$ cat src/rtl/reg_exec_unit_pkg.sv
// Shared opcodes, FSM encoding and width helper for the execute stage.
package exec_pkg;

  localparam int unsigned OP_W = 3;

  localparam logic [OP_W-1:0] OP_ADD = 3'd0;
  localparam logic [OP_W-1:0] OP_SUB = 3'd1;
  localparam logic [OP_W-1:0] OP_AND = 3'd2;
  localparam logic [OP_W-1:0] OP_NOT = 3'd3;
  localparam logic [OP_W-1:0] OP_MOV = 3'd4;
  localparam logic [OP_W-1:0] OP_CLR = 3'd5;
  localparam logic [OP_W-1:0] OP_MUL = 3'd6;
  localparam logic [OP_W-1:0] OP_NOP = 3'd7;

  typedef enum logic [2:0] {
    S_IDLE  = 3'd0,
    S_FETCH = 3'd1,
    S_EXEC  = 3'd2,
    S_MULT  = 3'd3,
    S_WB    = 3'd4
  } state_t;

  // Address width for n entries, never narrower than one bit.
  function automatic int unsigned addrWidth(input int unsigned n);
    return (n > 1) ? $clog2(n) : 1;
  endfunction

endpackage

$ cat src/rtl/reg_exec_unit_if.sv
// Request handshake plus register-file read/write port of the execute stage.
interface reg_exec_unit_if #(
  parameter int unsigned WordLen   = 16,
  parameter int unsigned WordCount = 8
);
  localparam int unsigned AW = exec_pkg::addrWidth(WordCount);

  logic                      start;
  logic [exec_pkg::OP_W-1:0] op;
  logic [AW-1:0]             srcAdr;
  logic [AW-1:0]             dstAdr;
  logic [WordLen-1:0]        readData0;
  logic [WordLen-1:0]        readData1;
  logic [AW-1:0]             readAdr;
  logic [AW-1:0]             writeAdr;
  logic [WordLen-1:0]        writeData;
  logic                      regWrite;
  logic                      sclr;
  logic                      busy;
  logic                      done;
  logic                      zero;
  logic                      carry;

  modport master (
    output start, op, srcAdr, dstAdr, readData0, readData1,
    input  readAdr, writeAdr, writeData, regWrite, sclr, busy, done, zero, carry
  );

  modport slave (
    input  start, op, srcAdr, dstAdr, readData0, readData1,
    output readAdr, writeAdr, writeData, regWrite, sclr, busy, done, zero, carry
  );
endinterface

$ cat src/rtl/reg_exec_unit_mul.sv
// Sequential unsigned shift-add multiplier keeping the low WordLen product bits.
module shift_add_mul
  import exec_pkg::*;
#(
  parameter int unsigned WordLen = 16
) (
  input  logic               clk,
  input  logic               rst,
  input  logic               load,
  input  logic [WordLen-1:0] a,
  input  logic [WordLen-1:0] b,
  output logic [WordLen-1:0] product,
  output logic               last
);
  localparam int unsigned CW = addrWidth(WordLen);

  logic [WordLen-1:0] acc;
  logic [WordLen-1:0] mcand;
  logic [WordLen-1:0] mplier;
  logic [CW-1:0]      cnt;
  logic               running;

  // Accumulator including the step in progress, so the final product is ready with last.
  assign product = acc + (mplier[0] ? mcand : '0);
  assign last    = running && (cnt == CW'(WordLen - 1));

  always_ff @(posedge clk or posedge rst) begin
    if (rst) begin
      acc     <= '0;
      mcand   <= '0;
      mplier  <= '0;
      cnt     <= '0;
      running <= 1'b0;
    end else if (load) begin
      acc     <= '0;
      mcand   <= a;
      mplier  <= b;
      cnt     <= '0;
      running <= 1'b1;
    end else if (running) begin
      acc     <= product;
      mcand   <= mcand << 1;
      mplier  <= mplier >> 1;
      cnt     <= cnt + CW'(1);
      if (last) running <= 1'b0;
    end
  end
endmodule

$ cat src/rtl/reg_exec_unit.sv
// Multi-cycle execute stage: fetch R0/Rs, compute (incl. shift-add multiply), write back.
module reg_exec_unit
  import exec_pkg::*;
#(
  parameter int unsigned WordLen   = 16,
  parameter int unsigned WordCount = 8
) (
  input logic             clk,
  input logic             rst,
  reg_exec_unit_if.slave  bus
);
  localparam int unsigned AW = addrWidth(WordCount);

  state_t             state, stateNext;
  logic [OP_W-1:0]    opQ;
  logic [AW-1:0]      srcQ, dstQ;
  logic [WordLen-1:0] a, b, y;
  logic               busyQ, doneQ, regWriteQ, sclrQ, zeroQ, carryQ;
  logic               busyNext, doneNext, regWriteNext, sclrNext;
  logic [WordLen:0]   sum, diff;
  logic [WordLen-1:0] aluY;
  logic               writesOp, mulLoad, mulLast;
  logic [WordLen-1:0] mulProduct;

  assign writesOp = (opQ != OP_CLR) && (opQ != OP_NOP);
  assign mulLoad  = (state == S_FETCH) && (opQ == OP_MUL);
  assign sum      = {1'b0, a} + {1'b0, b};
  assign diff     = {1'b0, a} - {1'b0, b};

  shift_add_mul #(.WordLen(WordLen)) u_mul (
    .clk    (clk),
    .rst    (rst),
    .load   (mulLoad),
    .a      (bus.readData0),
    .b      (bus.readData1),
    .product(mulProduct),
    .last   (mulLast)
  );

  always_ff @(posedge clk or posedge rst) begin
    if (rst) state <= S_IDLE;
    else     state <= stateNext;
  end

  // Next state plus next values of the registered strobes.
  always_comb begin
    stateNext = state;
    case (state)
      S_IDLE:  if (bus.start) stateNext = S_FETCH;
      S_FETCH: stateNext = (opQ == OP_MUL) ? S_MULT : S_EXEC;
      S_EXEC:  stateNext = S_WB;
      S_MULT:  if (mulLast) stateNext = S_WB;
      S_WB:    stateNext = S_IDLE;
      default: stateNext = S_IDLE;
    endcase
    busyNext     = (stateNext != S_IDLE);
    doneNext     = (stateNext == S_WB);
    regWriteNext = doneNext && writesOp;
    sclrNext     = doneNext && (opQ == OP_CLR);
  end

  always_ff @(posedge clk or posedge rst) begin
    if (rst) begin
      busyQ     <= 1'b0;
      doneQ     <= 1'b0;
      regWriteQ <= 1'b0;
      sclrQ     <= 1'b0;
    end else begin
      busyQ     <= busyNext;
      doneQ     <= doneNext;
      regWriteQ <= regWriteNext;
      sclrQ     <= sclrNext;
    end
  end

  always_comb begin
    aluY = '0;
    case (opQ)
      OP_ADD:  aluY = sum[WordLen-1:0];
      OP_SUB:  aluY = diff[WordLen-1:0];
      OP_AND:  aluY = a & b;
      OP_NOT:  aluY = ~b;
      OP_MOV:  aluY = b;
      default: aluY = '0;
    endcase
  end

  // Request fields, operand latches, result and flags.
  always_ff @(posedge clk or posedge rst) begin
    if (rst) begin
      opQ    <= '0;
      srcQ   <= '0;
      dstQ   <= '0;
      a      <= '0;
      b      <= '0;
      y      <= '0;
      zeroQ  <= 1'b0;
      carryQ <= 1'b0;
    end else begin
      if (state == S_IDLE && bus.start) begin
        opQ  <= bus.op;
        srcQ <= bus.srcAdr;
        dstQ <= bus.dstAdr;
      end
      if (state == S_FETCH) begin
        a <= bus.readData0;
        b <= bus.readData1;
      end
      if (state == S_EXEC && opQ != OP_NOP) begin
        y     <= aluY;
        zeroQ <= (aluY == '0);
        if (opQ == OP_ADD) carryQ <= sum[WordLen];
        if (opQ == OP_SUB) carryQ <= diff[WordLen];
      end
      if (state == S_MULT && mulLast) begin
        y     <= mulProduct;
        zeroQ <= (mulProduct == '0);
      end
    end
  end

  assign bus.readAdr   = srcQ;
  assign bus.writeAdr  = dstQ;
  assign bus.writeData = y;
  assign bus.regWrite  = regWriteQ;
  assign bus.sclr      = sclrQ;
  assign bus.busy      = busyQ;
  assign bus.done      = doneQ;
  assign bus.zero      = zeroQ;
  assign bus.carry     = carryQ;
endmodule

$ cat src/flat_wrapper.sv
// flat-port wrapper written by rule: the top's interface ports become plain ports
module reg_exec_unit_flat import exec_pkg::*;
#(
  parameter int unsigned WordLen   = 16,
  parameter int unsigned WordCount = 8
)
  (clk, rst, bus_start, bus_op, bus_srcAdr, bus_dstAdr, bus_readData0, bus_readData1, bus_readAdr, bus_writeAdr, bus_writeData, bus_regWrite, bus_sclr, bus_busy, bus_done, bus_zero, bus_carry);
  reg_exec_unit_if #(.WordLen(WordLen), .WordCount(WordCount)) bus_i ();
  input logic clk;
  input logic rst;
  input wire logic [$bits(bus_i.start)-1:0] bus_start;
  input wire logic [$bits(bus_i.op)-1:0] bus_op;
  input wire logic [$bits(bus_i.srcAdr)-1:0] bus_srcAdr;
  input wire logic [$bits(bus_i.dstAdr)-1:0] bus_dstAdr;
  input wire logic [$bits(bus_i.readData0)-1:0] bus_readData0;
  input wire logic [$bits(bus_i.readData1)-1:0] bus_readData1;
  output wire logic [$bits(bus_i.readAdr)-1:0] bus_readAdr;
  output wire logic [$bits(bus_i.writeAdr)-1:0] bus_writeAdr;
  output wire logic [$bits(bus_i.writeData)-1:0] bus_writeData;
  output wire logic [$bits(bus_i.regWrite)-1:0] bus_regWrite;
  output wire logic [$bits(bus_i.sclr)-1:0] bus_sclr;
  output wire logic [$bits(bus_i.busy)-1:0] bus_busy;
  output wire logic [$bits(bus_i.done)-1:0] bus_done;
  output wire logic [$bits(bus_i.zero)-1:0] bus_zero;
  output wire logic [$bits(bus_i.carry)-1:0] bus_carry;
  assign bus_i.start = bus_start;
  assign bus_i.op = bus_op;
  assign bus_i.srcAdr = bus_srcAdr;
  assign bus_i.dstAdr = bus_dstAdr;
  assign bus_i.readData0 = bus_readData0;
  assign bus_i.readData1 = bus_readData1;
  assign bus_readAdr = bus_i.readAdr;
  assign bus_writeAdr = bus_i.writeAdr;
  assign bus_writeData = bus_i.writeData;
  assign bus_regWrite = bus_i.regWrite;
  assign bus_sclr = bus_i.sclr;
  assign bus_busy = bus_i.busy;
  assign bus_done = bus_i.done;
  assign bus_zero = bus_i.zero;
  assign bus_carry = bus_i.carry;
  reg_exec_unit #(.WordLen(WordLen), .WordCount(WordCount)) u_core (.clk(clk), .rst(rst), .bus(bus_i));
endmodule
$ cat config.mk
export PLATFORM = sky130hd
export DESIGN_NAME = reg_exec_unit_flat
export DESIGN_NICKNAME = d
export VERILOG_FILES = /design/src/rtl/reg_exec_unit_pkg.sv /design/src/rtl/reg_exec_unit_if.sv /design/src/rtl/reg_exec_unit_mul.sv /design/src/rtl/reg_exec_unit.sv /design/src/flat_wrapper.sv
export SDC_FILE = /design/constraint.sdc
export NUM_CORES = 1
export LEC_CHECK = 0
export ABC_CLOCK_PERIOD_IN_PS = 7500
export BUFFER_PORTS_ARGS = -buffer_cell sky130_fd_sc_hd__buf_4
export CELL_PAD_IN_SITES_DETAIL_PLACEMENT = 1
export CELL_PAD_IN_SITES_GLOBAL_PLACEMENT = 1
export CORE_MARGIN = 2
export CORE_UTILIZATION = 50
export CTS_CLUSTER_DIAMETER = 80
export DETAILED_ROUTE_END_ITERATION = 10
export PLACE_DENSITY_LB_ADDON = 0.1
export SETUP_SLACK_MARGIN = 0.4
export SYNTH_ARGS = -nofsm -noshare
export SYNTH_HDL_FRONTEND = slang
export SYNTH_SLANG_ARGS = --single-unit
$ cat constraint.sdc
create_clock -name clk -period 7.5 [get_ports clk]
set_input_delay 0.75 -clock clk [delete_from_list [all_inputs] [get_ports clk]]
set_output_delay 0.75 -clock clk [all_outputs]
set_load 0.02 [all_outputs]
# [Word-level counts from Yosys, hierarchy flattened]
# Index checks and enable logic that the tools add are counted.
[classes] n_addsub=4 eq_ne=13 n_mux=23 bitwise_logic=2 n_reduce_logical=17
[op_table] op="$mux W16" n=9
[op_table] op="$pmux W16 S5" n=1
[op_table] op="$logic_not A16 Y1" n=2
[op_table] op="$add A16 B16 Y17" n=1
[op_table] op="$sub A16 B16 Y17" n=1
[op_table] op="$add A16 B16 Y16" n=1
[op_table] op="$and A16 B16 Y16" n=1
[op_table] op="$not A16 Y16" n=1
[op_table] op="$eq A3 B2 Y1 const B" n=4
[op_table] op="$eq A3 B3 Y1 const B" n=4
[op_table] op="$pmux W3 S4" n=1
[op_table] op="$logic_and A1 B1 Y1" n=8
[op_table] op="$mux W1" n=8
[op_table] op="$mux W4" n=2
[op_table] op="$eq A3 B1 Y1 const B" n=2
[op_table] op="$logic_not A3 Y1" n=2
[op_table] op="$mux W3" n=2
[op_table] op="$ne A3 B3 Y1 const B" n=2
[op_table] op="$reduce_bool A2 Y1" n=3
[op_table] op="$add A4 B1 Y4 const B" n=1
[op_table] op="$eq A4 B4 Y1 const B" n=1
[op_table] op="$reduce_bool A3 Y1" n=1
[op_table] op="$reduce_and A2 Y1" n=1
[word_totals] register_bits=119 input_bits=44 out_inout_bits=28 word_cells=77

# [Logic depth before layout (Yosys ltp)]
# Gate-level depths: netlist of the first run.
[depth] depth_word=6 ltp_mapped=13 ltp_nobuf=12

# [Cells and area by module]
# A second synthesis of the first run with hierarchy kept.
[unflattened] cells_unflattened=896 area_unflattened_um2=8121.5
[by_module_without_submodules] mod="reg_exec_unit" instances=1 cells_per_inst=546 area_per_inst_um2=4867.2 seq_area_each_um2=1651.6
[by_module_without_submodules] mod="shift_add_mul" instances=1 cells_per_inst=350 area_per_inst_um2=3254.4 seq_area_each_um2=1326.3

# [Worst setup path after synthesis of the first run]
# No wires, ideal clock.
[synth_path] kind="flip-flop to flip-flop" startpoint="register u_core.u_mul.mplier[0]" endpoint="register u_core.zeroQ (netlist: u_core.bus.zero)" setup_time_ns=0.076 arrival_ns=2.912 t_required_ns=7.424 setup_slack_ns=4.511 path_stages_with_launch=14 path_buffers=1 period_less_slack_ns=2.989 cell_sequence="dfrtp_1 -> clkbuf_1 -> and2_1 -> ha_1 -> fa_1 -> a211oi_1 -> o21ai_1 -> a21oi_1 -> o21bai_1 -> xor2_1 -> or3_1 -> nor4_1 -> a41oi_1 -> o21ai_1"
[synth_between] elab_chain_cells=4
[synth_lines] item="start, declared" line="reg_exec_unit_mul.sv:19" text="logic [WordLen-1:0] mplier;"
[synth_lines] item="start signal, assigned" line="reg_exec_unit_mul.sv:43" text="mplier <= mplier >> 1;"
[synth_lines] item="$mux W16" line="reg_exec_unit_mul.sv:24" text="assign product = acc + (mplier[0] ? mcand : '0);"
[synth_lines] item="$add A16 B16 Y16" line="reg_exec_unit_mul.sv:24"
[synth_lines] item="$logic_not A16 Y1" line="reg_exec_unit.sv:117" text="zeroQ <= (mulProduct == '0);"
[synth_lines] item="$mux W1" line="reg_exec_unit.sv:115" text="if (state == S_MULT && mulLast) begin"
[synth_lines] item="end signal, assigned" line="reg_exec_unit.sv:111" text="zeroQ <= (aluY == '0);"
[synth_lines] item="end signal, assigned" line="reg_exec_unit.sv:117"
[synth_lines] item="end, declared" line="reg_exec_unit.sv:18" text="logic busyQ, doneQ, regWriteQ, sclrQ, zeroQ, carryQ;"
# No other way between the ends.
# A chain may end at the register's enable or synchronous reset.

# [Worst setup path in the final report of the first run]
# Ends and elaborated chain as after synthesis.

==> results.tsv, run 1 <==
stage	metric	value	unit
run_status	status	completed	
floorplanning	rows	46	
cts	clkTransAtPathRegs	0.06	ns
cts	cts-root-buf	clkbuf_16	
cts	post_cts_buffers	0	
critical_path	reg2reg_slack	3.82	ns
cts	cts_buffers	17	
route	vias	7456	
sta	drv_slew	0	
sta	hold_viol	0	
critical_path	arrival	4.04	ns
sta	fmax	272	MHz
power_and_ir_drop	power.density	559	mW/mm2
sta	fin_tns_setup	0	ns
sta	fin_crit	3.68	ns
finish	nNetsFinal	1039	
critical_path	slowest_delay	0.59	ns
critical_path	crit_path_end_kind	flop	
cts	clk_latency	0.44	ns
grt	grt_pass1_vias	7996	
power_and_ir_drop	power	0.00524	W
route	drtIter0Drc	411	
critical_path	start_kind	flop	
logic_synthesis	synth_edf_count	0	
grt	grt_usage	33.0	%
logic_synthesis	ys_ff_latch	119	
grt	grt_max_degree	87	
cts	ctsResizeCount	0	
critical_path	path_max_fanout	17	
finish	layout-drive-gt1-share	16.7	%
placement	dp_hpwl	19500	um
finish	area_growth	15.9	%
power_and_ir_drop	vdd_drop_max	379	uV
logic_synthesis	netlist_area	0.00808	mm2
placement	gp_congestion	0.932	
critical_path	ff2ff_path_depth	12	
floorplanning	initial_core_util	51.0	%
placement	place_area	0.00878	mm2
logic_synthesis	synthCells	893	
cts	cts_tree	built	
route	wl_per_cell	23.1	um
critical_path	critical_path_class	reg2reg	
route	route.detailed.drc	0	
cts	htreeDepth	4	
sta	setup_viol	0	
finish	antenna_cells	0	
logic_synthesis	syn_avg_cell_area	9.04	um2
floorplanning	core-area	0.0158	mm2
floorplanning	pin_count	72	
route	drtAntennaViolNets	0	
sta	slew_headroom	21.4	%
cts	cts.sinks	119	
run	cap_violations	0	
floorplanning	dieArea	0.0172	mm2
sta	finalWorstSetupSlack	3.82	ns
logic_synthesis	async_flop_share	100	%
grt	grt_pass1_wl	42700	um
critical_path	cp_common_cell	o21ai_1	
logic_synthesis	yosysUniqueCellTypes	72	
grt	grt.overflow.total	0	
route	routed_wl	27100	um
logic_synthesis	ys_seq_area_share	36.9	%
hold_path	min_path_type	in2async	
logic_synthesis	synth_top_flop_cell	dfrtp_1	
placement	port_buffers	71	
route	first_pass_iters	4	
critical_path	cp_slowest_cell	dfrtp_1	
cts	cts_buffer_depth	2	
cts	holdBufCountCts	0	
logic_synthesis	synth_fp_nets	989	
sta	fin_skew	0.0145	ns
route	vias_per_cell	6.36	
sta	rsz0062_at_grt	false	
critical_path	r2r_end	u_core.bus.zero	
critical_path	r2r_start	u_core.u_mul.mplier[0]	
critical_path	crit_path_cell_trace	and2_1 -> ha_1 -> fa_1 -> a211oi_1 -> o21ai_1 -> a21oi_1 -> o21bai_1 -> xor2_1 -> or3_1 -> nor4_1 -> a41oi_1 -> o21ai_1	
sta	fin_crit_sh	49.1	%
finish	postLayoutCellArea	0.00936	mm2
power_and_ir_drop	p_leak	4.23	nW
logic_synthesis	synth_warnings	0	
sta	tightestPinTransition	1.18	ns
floorplanning	die-width	131	um
critical_path	required	7.86	ns
finish	filler_cell_count	1802	
grt	antenna_found_initial	0	
floorplanning	die_h	131	um
placement	pre_cts_ws	3.90	ns
## worst max-delay path, delay by kind of cell (launching register included)
kind                       cells  cell delay (ns)
AOI/OAI and AO/OA              6             1.09
xor gates and xnor gates       1             0.19
adders and majority gates      2             0.66
DFF                            1             0.59
and+or+nand+nor                3             1.06
## layout by cell type (no fill, tap or decap), types with 7 or more instances in the layout
cell / count
a211oi_1: 13
a21o_1: 11
a21oi_1: 32
a22oi_1: 25
and2_1: 18
buf_4: 81
clkbuf_16: 17
dfrtp_1: 118
ha_1: 49
inv_1: 35
mux2_2: 26
mux2i_1: 49
nand2_1: 91
nand2b_1: 14
nand3_1: 9
nand4_1: 8
nor2_1: 70
nor2b_1: 13
nor3_1: 17
o211ai_1: 11
o21a_1: 8
o21ai_0: 76
o21bai_1: 8
o22ai_1: 10
o31ai_1: 8
or3_1: 7
xnor2_1: 9
xor2_1: 7
## power by group
part	internal (W)	switching (W)	leakage, nW
combinational	0.00123	0.00192	2.46
sequential	0.000940	0.000323	1.49
clock	0.000469	0.000349	0.279
total	0.00264	0.00259	4.23
## synth_stat cells, drive strengths merged, types with 8 or more instances
cell type | number | area, um2
clkbuf | 40 | 150
nor2 | 72 | 278
ha | 49 | 613
inv | 37 | 139
nor2b | 13 | 81.3
a21o | 11 | 82.6
nand2 | 91 | 342
nor3 | 17 | 85.1
o22ai | 10 | 62.6
o211ai | 11 | 82.6
nand4 | 9 | 62.6
a22oi | 25 | 188
o21ai | 79 | 395
o31ai | 8 | 60.1
mux2i | 49 | 490
and2 | 18 | 113
nand2b | 15 | 96.3
mux2 | 26 | 293
dfrtp | 119 | 2980
o21a | 8 | 60.1
nand3 | 9 | 45.0
o21bai | 8 | 60.1
a21oi | 32 | 160
xnor2 | 9 | 78.8
a211oi | 13 | 97.6
buf | 10 | 42.5
## layout make-up
| type | count | area [um2] | area share (%) |
|---|---|---|---|
| Inverter | 37 | 141 | 1.51 |
| Sequential cell | 119 | 2980 | 31.8 |
| Tap cell | 216 | 270 | 2.89 |
| Multi-Input combinational cell | 687 | 4780 | 51.0 |
| Clock buffer | 17 | 425 | 4.54 |
| Clock inverter | 15 | 159 | 1.70 |
| Timing Repair Buffer | 81 | 608 | 6.49 |
## state kept, by name (all words and copies together), names as in the netlist
| signal | flops |
|---|---|
| u_core.a | 16 |
| u_core.u_mul.running | 1 |
| u_core.opQ | 3 |
| u_core.u_mul.cnt | 4 |
| u_core.b | 16 |
| u_core.bus.readAdr | 3 |
| u_core.bus.sclr | 1 |
| u_core.u_mul.mcand | 16 |
| u_core.bus.carry | 1 |
| u_core.u_mul.mplier | 16 |
| u_core.u_mul.acc | 16 |
| u_core.bus.writeAdr | 3 |
| u_core.bus.writeData | 16 |
| u_core.bus.busy | 1 |
| u_core.state | 3 |
| u_core.bus.regWrite | 1 |
| u_core.bus.zero | 1 |
| u_core.bus.done | 1 |
## layer usage
metal	vias to the layer above	wire length (um)	global-route usage [%]
met3	78	1290	6.09
li1	3362	-	-
met1	3768	11100	38.7
met5	-	0	0
met2	248	13700	59.0
met4	0	1020	14.0
## how the worst max path moves through the flow
stage                       to                   start  slack [ns]  depth (start not counted)
3_5_place_dp   u_core.bus.zero  u_core.u_mul.mplier[0]        3.90                         12
4_1_cts        u_core.bus.zero  u_core.u_mul.mplier[0]        3.86                         12
3_3_place_gp   u_core.bus.zero  u_core.u_mul.mplier[0]        4.07                         11
6_report       u_core.bus.zero  u_core.u_mul.mplier[0]        3.82                         12
5_1_grt        u_core.bus.zero  u_core.u_mul.mplier[0]        3.60                         12
2_1_floorplan      u_core.a[0]                     rst        3.59                          1
## through the flow
stage               utilization [%]  instances  hold slack (ns)
global route                   59.2       1172            0.493
global placement               55.5       1140            0.494
finish                         59.2       1172            0.449
floorplan                         -        893            0.493
detailed placement             55.5       1140            0.502
CTS                            59.2       1172            0.466
## cell families after synthesis
kind of cell	Yosys count	share of synthesized area [%]
muxes	76	9.98
and+or+nand+nor	286	17.5
AOI/OAI and AO/OA	257	21.5
DFF	119	36.9
adders and majority gates	52	8.34
buffers and inverters	87	4.11
xor gates and xnor gates	16	1.74
No activity file was read; power rests on OpenSTA's default activity.
==> run 2, diff against run 1 <==
--- a/config.mk
+++ b/config.mk
@@ -5,12 +5,12 @@
 export SDC_FILE = /design/constraint.sdc
 export NUM_CORES = 1
 export LEC_CHECK = 0
-export ABC_CLOCK_PERIOD_IN_PS = 7500
+export ABC_CLOCK_PERIOD_IN_PS = 2970
 export BUFFER_PORTS_ARGS = -buffer_cell sky130_fd_sc_hd__buf_4
 export CELL_PAD_IN_SITES_DETAIL_PLACEMENT = 1
 export CELL_PAD_IN_SITES_GLOBAL_PLACEMENT = 1
 export CORE_MARGIN = 2
-export CORE_UTILIZATION = 50
+export CORE_UTILIZATION = 42
 export CTS_CLUSTER_DIAMETER = 80
 export DETAILED_ROUTE_END_ITERATION = 10
 export PLACE_DENSITY_LB_ADDON = 0.1
==> constraint.sdc (replaced) <==
create_clock -name clk -period 2.97 [get_ports clk]
set_input_delay 0.297 -clock clk [delete_from_list [all_inputs] [get_ports clk]]
set_output_delay 0.297 -clock clk [all_outputs]
set_load 0.02 [all_outputs]
==> run 2 against run 1 <==
- core utilization increased by 0.17 points
- first-iteration DRC count increased by 24%
- total power increased to 3.2 times the previous value
- final area increased by 19%
- global-route usage decreased by 2.6 points
- critical path type unchanged
- worst setup slack got worse by 4.1 ns
- critical path depth decreased by 1
- sequential cell count unchanged
- the run now ends with setup timing left
- non-clock buffer count increased by 121
- largest power group unchanged
- final cell count increased by 12%
- clock-buffer cell count increased by 5
- worst hold slack got worse by 0.35 ns
==> results.tsv, run 2 (synthesis results as in run 1) <==
stage	metric	value	unit
placement	dp_hpwl	21200	um
route	drtIter0Drc	508	
finish	layout-drive-gt1-share	35.2	%
critical_path	cp_slowest_cell	fa_1	
run_status	violations	setup timing	
cts	cts_tree	built	
finish	postLayoutCellArea	0.0111	mm2
sta	hold_viol	0	
placement	dp_cells	1257	
route	first_pass_iters	5	
floorplanning	pin_count	72	
sta	finalWorstSetupSlack	-0.231	ns
critical_path	arrival	3.54	ns
finish	filler_cell_count	2105	
floorplanning	dieArea	0.0204	mm2
finish	antenna_cells	0	
floorplanning	die_h	143	um
grt	grt_pass1_vias	8691	
finish	final_cells	1311	
critical_path	crit_path_end_kind	flop	
power_and_ir_drop	power.density	1500	mW/mm2
hold_path	hp-start	bus_readData1[3]	
critical_path	critical_path_class	reg2reg	
sta	drv_slew	0	
sta	fin_crit	3.20	ns
placement	gp_congestion	0.921	
power_and_ir_drop	power	0.0166	W
cts	cts_buffers	17	
sta	fmax	312	MHz
route	routed_wl	30700	um
cts	cts-root-buf	clkbuf_16	
critical_path	r2r_start	u_core.b[0]	
hold_path	min_path_type	in2reg	
sta	fin_crit_sh	108	%
route	route.detailed.drc	0	
route	drtAntennaViolNets	0	
sta	slew_headroom	38.2	%
route	vias_per_cell	6.12	
critical_path	required	3.31	ns
critical_path	crit_path_cell_trace	ha_2 -> fa_1 -> inv_1 -> mux4_2 -> o21a_1 -> or4_4 -> nor3_2 -> nand4_1 -> nor4_2 -> nand4_1 -> o21ai_1	
finish	final_common_cell	buf_4	
critical_path	slowest_delay	0.49	ns
cts	cts_buffer_depth	2	
run	cap_violations	0	
grt	grt.overflow.total	0	
grt	antenna_found_initial	0	
sta	rsz0062_at_grt	true	
cts	clkTransAtPathRegs	0.06	ns
route	vias	8025	
run_status	status	finished with violations	
grt	grt_max_degree	87	
floorplanning	die-width	143	um
sta	fin_skew	0.0140	ns
critical_path	path_max_fanout	4	
finish	nNetsFinal	1160	
critical_path	critPathLaunch	u_core.b[0]	
floorplanning	core-area	0.0188	mm2
route	wl_per_cell	23.4	um
floorplanning	initial_core_util	43.0	%
finish	area_growth	37.9	%
critical_path	cp_common_cell	nand4_1	
sta	setup_viol	5	
grt	grt_pass1_wl	47700	um
floorplanning	rows	50	
finish	most-common-layout-cells	buf_4 (187), dfrtp_1 (115), nand2_1 (88)	
power_and_ir_drop	p_leak	4.95	nW
placement	port_buffers	71	
critical_path	start_kind	flop	
sta	tightestPinTransition	0.927	ns
cts	clk_latency	0.42	ns
cts	htreeDepth	4	
placement	place_area	0.00963	mm2
cts	cts.sinks	119	
grt	grt_usage	30.4	%
power_and_ir_drop	vdd_drop_max	579	uV
## run 2: cell count changes in the layout (fill, tap and decap cells not counted), sizes merged
cell	previous run	this run
inv	46	38
clkinv	2	4
bufinv	1	2
dlygate4sd3	0	1
clkbuf	17	22
buf	81	201
## run 2: routing by layer
layer  part of all wire (%)  track usage [%]
met4                    3.7             12.7
met2                     50             53.9
met5                      0                0
met1                     42             37.3
met3                    4.0             3.76
## run 2: where the power goes
part	switching, W	total, W	leakage, nW	internal [W]
combinational	0.00620	0.0114	3.19	0.00525
clock	0.000792	0.00205	0.275	0.00126
sequential	0.000764	0.00314	1.48	0.00238
total	0.00775	0.0166	4.95	0.00889
## run 2: final cells by class
class | count | area (um2) | area share (%)
Sequential cell | 119 | 2980 | 26.8
Tap cell | 234 | 293 | 2.63
Clock buffer | 22 | 454 | 4.08
Inverter | 37 | 145 | 1.30
Multi-Input combinational cell | 687 | 5530 | 49.7
Clock inverter | 10 | 120 | 1.08
Timing Repair Buffer | 202 | 1610 | 14.4
## run 2: through the flow
stage	setup TNS, ns	worst slack (ns)	hold WS (ns)	utilization [%]
2_1_floorplan	0	0.0965	0.414	-
3_3_place_gp	-0.350	-0.228	0.418	51.3
3_5_place_dp	-1.39	-0.382	0.427	51.3
4_1_cts	-0.210	-0.210	0.0919	58.2
5_1_grt	-1.20	-0.343	0.105	59.3
6_report	-0.422	-0.231	0.0965	59.3
## run 2: what timing repair did
item,in CTS,in global routing
hold buffers,1,0
endpoints found under the setup margin,18,19
gates resized for setup,106,41
endpoints found under the hold margin,24,0
pin swaps,27,17
setup buffers,14,7
## run 2: critical path, delay by kind of cell, from the launching register on
family	cells	cell delay, ns
multiplexers	1	0.46
AND/OR/NAND/NOR	5	1.16
buffers and inverters	1	0.04
flip-flops	1	0.43
AO/OA/AOI/OAI	2	0.36
adder cells (fa/ha/maj)	2	0.69
## run 2: path summary, 6_finish.rpt
check	cells past startpoint	to	slack [ns]
max	11	u_core.bus.zero	-0.23
max reg2reg	11	u_core.bus.zero	-0.23
min in group asynchronous	3	u_core.bus.readAdr[2]	0.53
min	3	u_core.b[3]	0.1
min reg2reg	1	u_core.bus.readAdr[0]	0.51
max in group asynchronous	4	u_core.u_mul.running	1.68
